[src/rtl/zeroheti_apb_mtimer.sv]
// RISC-V machine timer on APB: 64-bit mtime with prescaler, mtimecmp, level IRQ.
// One-wait-state slave; MTIME_LO reads latch the high word for atomic 64-bit reads.
module zeroheti_apb_mtimer #(
    parameter int unsigned AddrWidth  = 12,
    parameter int unsigned PrescWidth = 8
) (
    input  logic                 clk_i,
    input  logic                 rst_i,
    input  logic                 psel_i,
    input  logic                 penable_i,
    input  logic                 pwrite_i,
    input  logic [AddrWidth-1:0] paddr_i,
    input  logic [31:0]          pwdata_i,
    input  logic [3:0]           pstrb_i,
    output logic [31:0]          prdata_o,
    output logic                 pready_o,
    output logic                 pslverr_o,
    output logic                 irq_o
);

    typedef enum logic {IDLE, RESP} state_e;

    state_e                state_q, state_d;
    logic [63:0]           mtime_q, mtime_d;
    logic [63:0]           mtimecmp_q, mtimecmp_d;
    logic                  en_q, en_d;
    logic                  irq_en_q, irq_en_d;
    logic [PrescWidth-1:0] presc_q, presc_d;
    logic [PrescWidth-1:0] presc_cnt_q, presc_cnt_d;
    logic [31:0]           hi_shadow_q, hi_shadow_d;
    logic [31:0]           prdata_q, prdata_d;
    logic                  pslverr_q, pslverr_d;
    logic                  irq_q, irq_d;

    logic        access;
    logic        tick;
    logic        pend;
    logic [2:0]  idx;
    logic [63:0] mtime_inc;
    logic [31:0] ctrl_rd;
    logic [31:0] ctrl_wr;
    logic [31:0] rdata;
    logic        unused_bits;

    function automatic logic [31:0] merge(
        input logic [31:0] old,
        input logic [31:0] wdata,
        input logic [3:0]  strb
    );
        logic [31:0] r;
        for (int i = 0; i < 4; i++) begin
            r[8*i +: 8] = strb[i] ? wdata[8*i +: 8] : old[8*i +: 8];
        end
        return r;
    endfunction

    assign access    = (state_q == IDLE) && psel_i && penable_i;
    assign idx       = paddr_i[4:2];
    assign tick      = en_q && (presc_cnt_q == presc_q);
    assign mtime_inc = mtime_q + 64'd1;
    assign pend      = (mtime_q >= mtimecmp_q);

    always_comb begin
        ctrl_rd                 = '0;
        ctrl_rd[0]              = en_q;
        ctrl_rd[1]              = irq_en_q;
        ctrl_rd[8 +: PrescWidth] = presc_q;
    end

    assign ctrl_wr     = merge(ctrl_rd, pwdata_i, pstrb_i);
    assign unused_bits = ^{paddr_i, ctrl_wr};

    always_comb begin
        state_d     = state_q;
        prdata_d    = prdata_q;
        pslverr_d   = 1'b0;
        hi_shadow_d = hi_shadow_q;
        mtime_d     = tick ? mtime_inc : mtime_q;
        mtimecmp_d  = mtimecmp_q;
        en_d        = en_q;
        irq_en_d    = irq_en_q;
        presc_d     = presc_q;
        presc_cnt_d = presc_cnt_q;
        irq_d       = pend & irq_en_q;
        rdata       = '0;

        if (en_q) begin
            presc_cnt_d = tick ? '0 : presc_cnt_q + PrescWidth'(1);
        end

        unique case (state_q)
            IDLE: begin
                if (access) begin
                    state_d = RESP;
                    // A write beats a same-cycle tick only on the word it targets;
                    // the other word still takes the incremented value.
                    case (idx)
                        3'd0: begin
                            rdata = mtime_q[31:0];
                            if (pwrite_i) begin
                                mtime_d[31:0] = merge(mtime_q[31:0], pwdata_i, pstrb_i);
                            end else begin
                                hi_shadow_d = mtime_q[63:32];
                            end
                        end
                        3'd1: begin
                            rdata = hi_shadow_q;
                            if (pwrite_i) begin
                                mtime_d[63:32] = merge(mtime_q[63:32], pwdata_i, pstrb_i);
                            end
                        end
                        3'd2: begin
                            rdata = mtimecmp_q[31:0];
                            if (pwrite_i) begin
                                mtimecmp_d[31:0] = merge(mtimecmp_q[31:0], pwdata_i, pstrb_i);
                            end
                        end
                        3'd3: begin
                            rdata = mtimecmp_q[63:32];
                            if (pwrite_i) begin
                                mtimecmp_d[63:32] = merge(mtimecmp_q[63:32], pwdata_i, pstrb_i);
                            end
                        end
                        3'd4: begin
                            rdata = ctrl_rd;
                            if (pwrite_i) begin
                                en_d        = ctrl_wr[0];
                                irq_en_d    = ctrl_wr[1];
                                presc_d     = ctrl_wr[8 +: PrescWidth];
                                presc_cnt_d = '0;
                            end
                        end
                        3'd5: begin
                            rdata = {31'b0, pend};
                        end
                        default: begin
                            pslverr_d = 1'b1;
                        end
                    endcase
                    prdata_d = pwrite_i ? 32'b0 : rdata;
                end
            end
            RESP: begin
                state_d = IDLE;
            end
            default: begin
                state_d = IDLE;
            end
        endcase
    end

    always_ff @(posedge clk_i) begin
        if (rst_i) begin
            state_q     <= IDLE;
            mtime_q     <= '0;
            mtimecmp_q  <= '1;
            en_q        <= 1'b0;
            irq_en_q    <= 1'b0;
            presc_q     <= '0;
            presc_cnt_q <= '0;
            hi_shadow_q <= '0;
            prdata_q    <= '0;
            pslverr_q   <= 1'b0;
            irq_q       <= 1'b0;
        end else begin
            state_q     <= state_d;
            mtime_q     <= mtime_d;
            mtimecmp_q  <= mtimecmp_d;
            en_q        <= en_d;
            irq_en_q    <= irq_en_d;
            presc_q     <= presc_d;
            presc_cnt_q <= presc_cnt_d;
            hi_shadow_q <= hi_shadow_d;
            prdata_q    <= prdata_d;
            pslverr_q   <= pslverr_d;
            irq_q       <= irq_d;
        end
    end

    assign prdata_o  = prdata_q;
    assign pready_o  = (state_q == RESP);
    assign pslverr_o = pslverr_q;
    assign irq_o     = irq_q;

endmodule

[config.mk]
export PLATFORM = sky130hd
export DESIGN_NAME = zeroheti_apb_mtimer
export DESIGN_NICKNAME = d
export VERILOG_FILES = /design/src/rtl/zeroheti_apb_mtimer.sv
export SDC_FILE = /design/constraint.sdc
export NUM_CORES = 1
export LEC_CHECK = 0
export BUFFER_PORTS_ARGS = -buffer_cell sky130_fd_sc_hd__buf_4
export CORE_ASPECT_RATIO = 1.2
export CORE_MARGIN = 2
export CORE_UTILIZATION = 45
export CTS_CLUSTER_DIAMETER = 100
export CTS_CLUSTER_SIZE = 24
export DETAILED_ROUTE_END_ITERATION = 12
export SETUP_SLACK_MARGIN = 0.1
export SYNTH_ARGS = -nofsm -noshare
export SYNTH_HDL_FRONTEND = slang
export SYNTH_SLANG_ARGS = --single-unit
[constraint.sdc]
create_clock -name clk_i -period 6.6 [get_ports clk_i]
set_clock_uncertainty 0.2 [all_clocks]
set_input_delay 0.33 -clock clk_i [delete_from_list [all_inputs] [get_ports clk_i]]
set_output_delay 0.33 -clock clk_i [all_outputs]
set_load 0.05 [all_outputs]
==> impl_metrics.csv <==
group,metric,value,unit
status,outcome,"complete, no violations",
worst_setup_path,cp_slowest_cell,"nor4_1",
power,p_switching,0.599,mW
layout,fin_area,13200,µm²
yosys,async_flop_share,0,%
floorplan,start_util,45.3,%
routing,num_vias,11500,
clocking,cts_buffers,12,
timing,max_freq,295,MHz
placed_design,post_dp_cell_area,12600,µm²
worst_setup_path,cp_common_cell,"nor4_1",
layout,seq_area,4260,µm²
global_routing,grt_overflow,0,
power,p_int,1.73,mW
yosys,synth.top_cell.area_share,36.0,%
power,swShare,25.7,%
routing,drtIter0Drc,813,
clocking,clk_pin_slew_worst_paths,0.11,ns
power,power.density,176,nW/µm²
yosys,syn_area_per_cell,8.04,µm²
timing,layout_min_cycle_time,3.39,ns
routing,routedWlPerCell,21.1,µm
floorplan,die_h,182,µm
worst_setup_path,cpPeakStageDelay,0.95,ns
routing,drc,0,
routing,ant_nets,0,
clocking,cts.sinks,213,
hold_path,hp-class,"in -> reg",
layout,layout.cells.most_common,"nand2_1",
clocking,hold_buffers,32,
routing,dr.pass1.iters,5,
worst_setup_path,r2r_slack,3.21,ns
timing,fin_crit_sh,51.4,%
yosys,synth-seq-cells,213,
yosys,syn_nets,1592,
yosys,synth_ff_type,"dfxtp_1",
power,p_comb_share,8.6,%
clocking,post_cts_buffers,0,
routing,vias_per_cell,6.18,
floorplan,die_w,152,µm
placed_design,gp_congestion,0.843,
layout,final_cell_mix,"217 x nand2_1, 213 x dfxtp_1, 140 x a21oi_1, 99 x nor2_1, 93 x buf_4",
power,sequentialPowerShare,56.1,%
layout,fillers,2571,
timing,hold_viol,0,
timing,slew_headroom,30.0,%
clocking,cts_max_level,1,
power,vdd_ir_drop_max,0.000145,V
worst_setup_path,path_cells,"inv_1 -> ha_1 -> nand4_1 -> nor4_1 -> nand3_1 -> a2111oi_0 -> nor4_1 -> a21oi_1",
worst_setup_path,cp_max_fo,3,
timing,rsz0062_at_grt,"no",
clocking,ctsResizeCount,0,
yosys,ys_seq_area_share,36.0,%
yosys,synth.distinct_cells,78,
floorplan,io_pins,88,
global_routing,grt_pass1_wl,61500,µm
worst_setup_path,arrival,3.62,ns
yosys,synth_edf_count,0,
yosys,synth.area.top_cells,"dfxtp_1 36%, ha_1 7.0%, nand2_1 6.9%",
yosys,syn_area,11800,µm²
floorplan,die_area,27600,µm²
clocking,cts_max_path_buffers,3,
clocking,clock_tree.root_cell,"clkbuf_16",
clocking,cts_tree,"built",
yosys,synthCells,1473,
placed_design,post-dp-hpwl,27000,µm
routing,wirelength,39100,µm
global_routing,grt_pass1_vias,10900,
power,clkPwrFrac,35.3,%
worst_setup_path,crit_required,6.83,ns
power,p_leak,5.26,nW
global_routing,grt_util_all_layers,27.7,%
layout,synthToLayoutAreaGrowth,11.7,%
layout,multiInputGateArea,6890,µm²
layout,drive_above_1_share,9.49,%
job,cap_violations,0,
yosys,yosysWarnings,0,
timing,setup_violations,0,
global_routing,grt_max_degree,81,
timing,setup_tns,0,ns
global_routing,antenna_found_initial,1,
floorplan,rows,65,
timing,tightestPinTransition,1.04,ns
clocking,worstSkewPairLatency,0.50,ns
worst_setup_path,crit_type,"reg -> reg",
yosys,yosysTopAreaCell,"dfxtp_1",
worst_setup_path,critPathLaunchType,"register",
floorplan,core,26100,µm²
layout,layout.nets,1635,
timing,drv_slew,0,
placed_design,portBuffers,78,
worst_setup_path,end_kind,"register",
[cell usage after synthesis (all sizes together) (17+ instances only)]
master and count:
nand2 217, dfxtp 213, a21oi 140, nor2 100
clkbuf 76, inv 75, o211ai 74, ha 66
a22oi 63, nand3 48, nand4 34, o21ai 29
a31oi 28, a211oi 24, nor3 23, nor4 21
and4 19, or3 19, buf 18, mux2i 18
and2 17
[final timing paths]
check | start | to | cells after the start
worst max-delay path | mtimecmp_q[61] | irq_o | 8
worst min-delay path | pstrb_i[0] | en_q | 3
worst max register to register | mtimecmp_q[61] | irq_o | 8
worst min register to register | hi_shadow_q[14] | hi_shadow_q[14] | 2
[area by class of cell]
| class | instances | share of cell area (%) |
|---|---|---|
| tap | 335 | 3.17 |
| antenna | 1 | 0.0189 |
| sequential | 213 | 32.2 |
| inverter | 77 | 2.19 |
| clock buffer | 15 | 2.59 |
| timing repair buffer | 125 | 7.70 |
| multi-input combinational | 1087 | 52.1 |
[state kept, by name, indices dropped and copies added (netlist names)]
name	flops
en_q	1
hi_shadow_q	32
irq_en_q	1
irq_o	1
mtime_q	64
mtimecmp_q	64
prdata_o	32
pready_o	1
presc_cnt_q	8
presc_q	8
pslverr_o	1
[power groups by stage]
| stage | Combinational [mW] | Clock (mW) | Sequential (mW) |
|---|---|---|---|
| 6_report | 0.201 | 0.823 | 1.31 |
| 3_5_place_dp | 0.183 | 0 | 1.34 |
| 4_1_cts | 0.199 | 0.840 | 1.31 |
| 2_1_floorplan | 0.0919 | 0 | 1.35 |
| 5_1_grt | 0.215 | 0.883 | 1.31 |
| 3_3_place_gp | 0.182 | 0 | 1.34 |
[layer usage]
metal / GRT usage, % / vias to the layer above / part of all wire, %
met1: 35.7 / 5519 / 43
met2: 47.8 / 385 / 47
met4: 9.76 / 0 / 3.6
met3: 3.22 / 79 / 5.8
li1: - / 5472 / -
met5: 0 / - / 0
[kinds of logic (layout without fill, tap and decap cells)]
logic type	after synthesis	count (layout)	synth area share [%]
and+or+nand+nor	553	553	23.7
AOI/OAI and AO/OA	425	425	23.6
DFF	213	213	36.0
buffers and inverters	173	217	6.13
adders and majority gates	66	66	6.98
muxes	24	24	2.19
xor gates and xnor gates	19	19	1.41
other	0	1	0
[critical path: cells and delay by family (launching register included)]
family                   cells  cell delay, ns
flip-flops                   1            0.34
AND/OR/NAND/NOR              4            1.73
adder cells (fa/ha/maj)      1            0.29
AO/OA/AOI/OAI                2            0.71
buffers and inverters        1            0.06
[per-stage QoR]
step	setup slack [ns]	std cells	total power, mW	hold WS (ns)	utilization [%]
after floorplan	4.12	1473	1.44	0.222	-
after global placement	3.32	1805	1.52	0.243	48.1
after detailed placement	3.28	1805	1.52	0.248	48.1
after CTS	3.31	1852	2.35	0.0105	50.7
after global routing	3.10	1853	2.41	0.0198	50.7
final	3.21	1853	2.33	0.0202	50.7
Note: power is estimated with default switching activity, not from simulation.
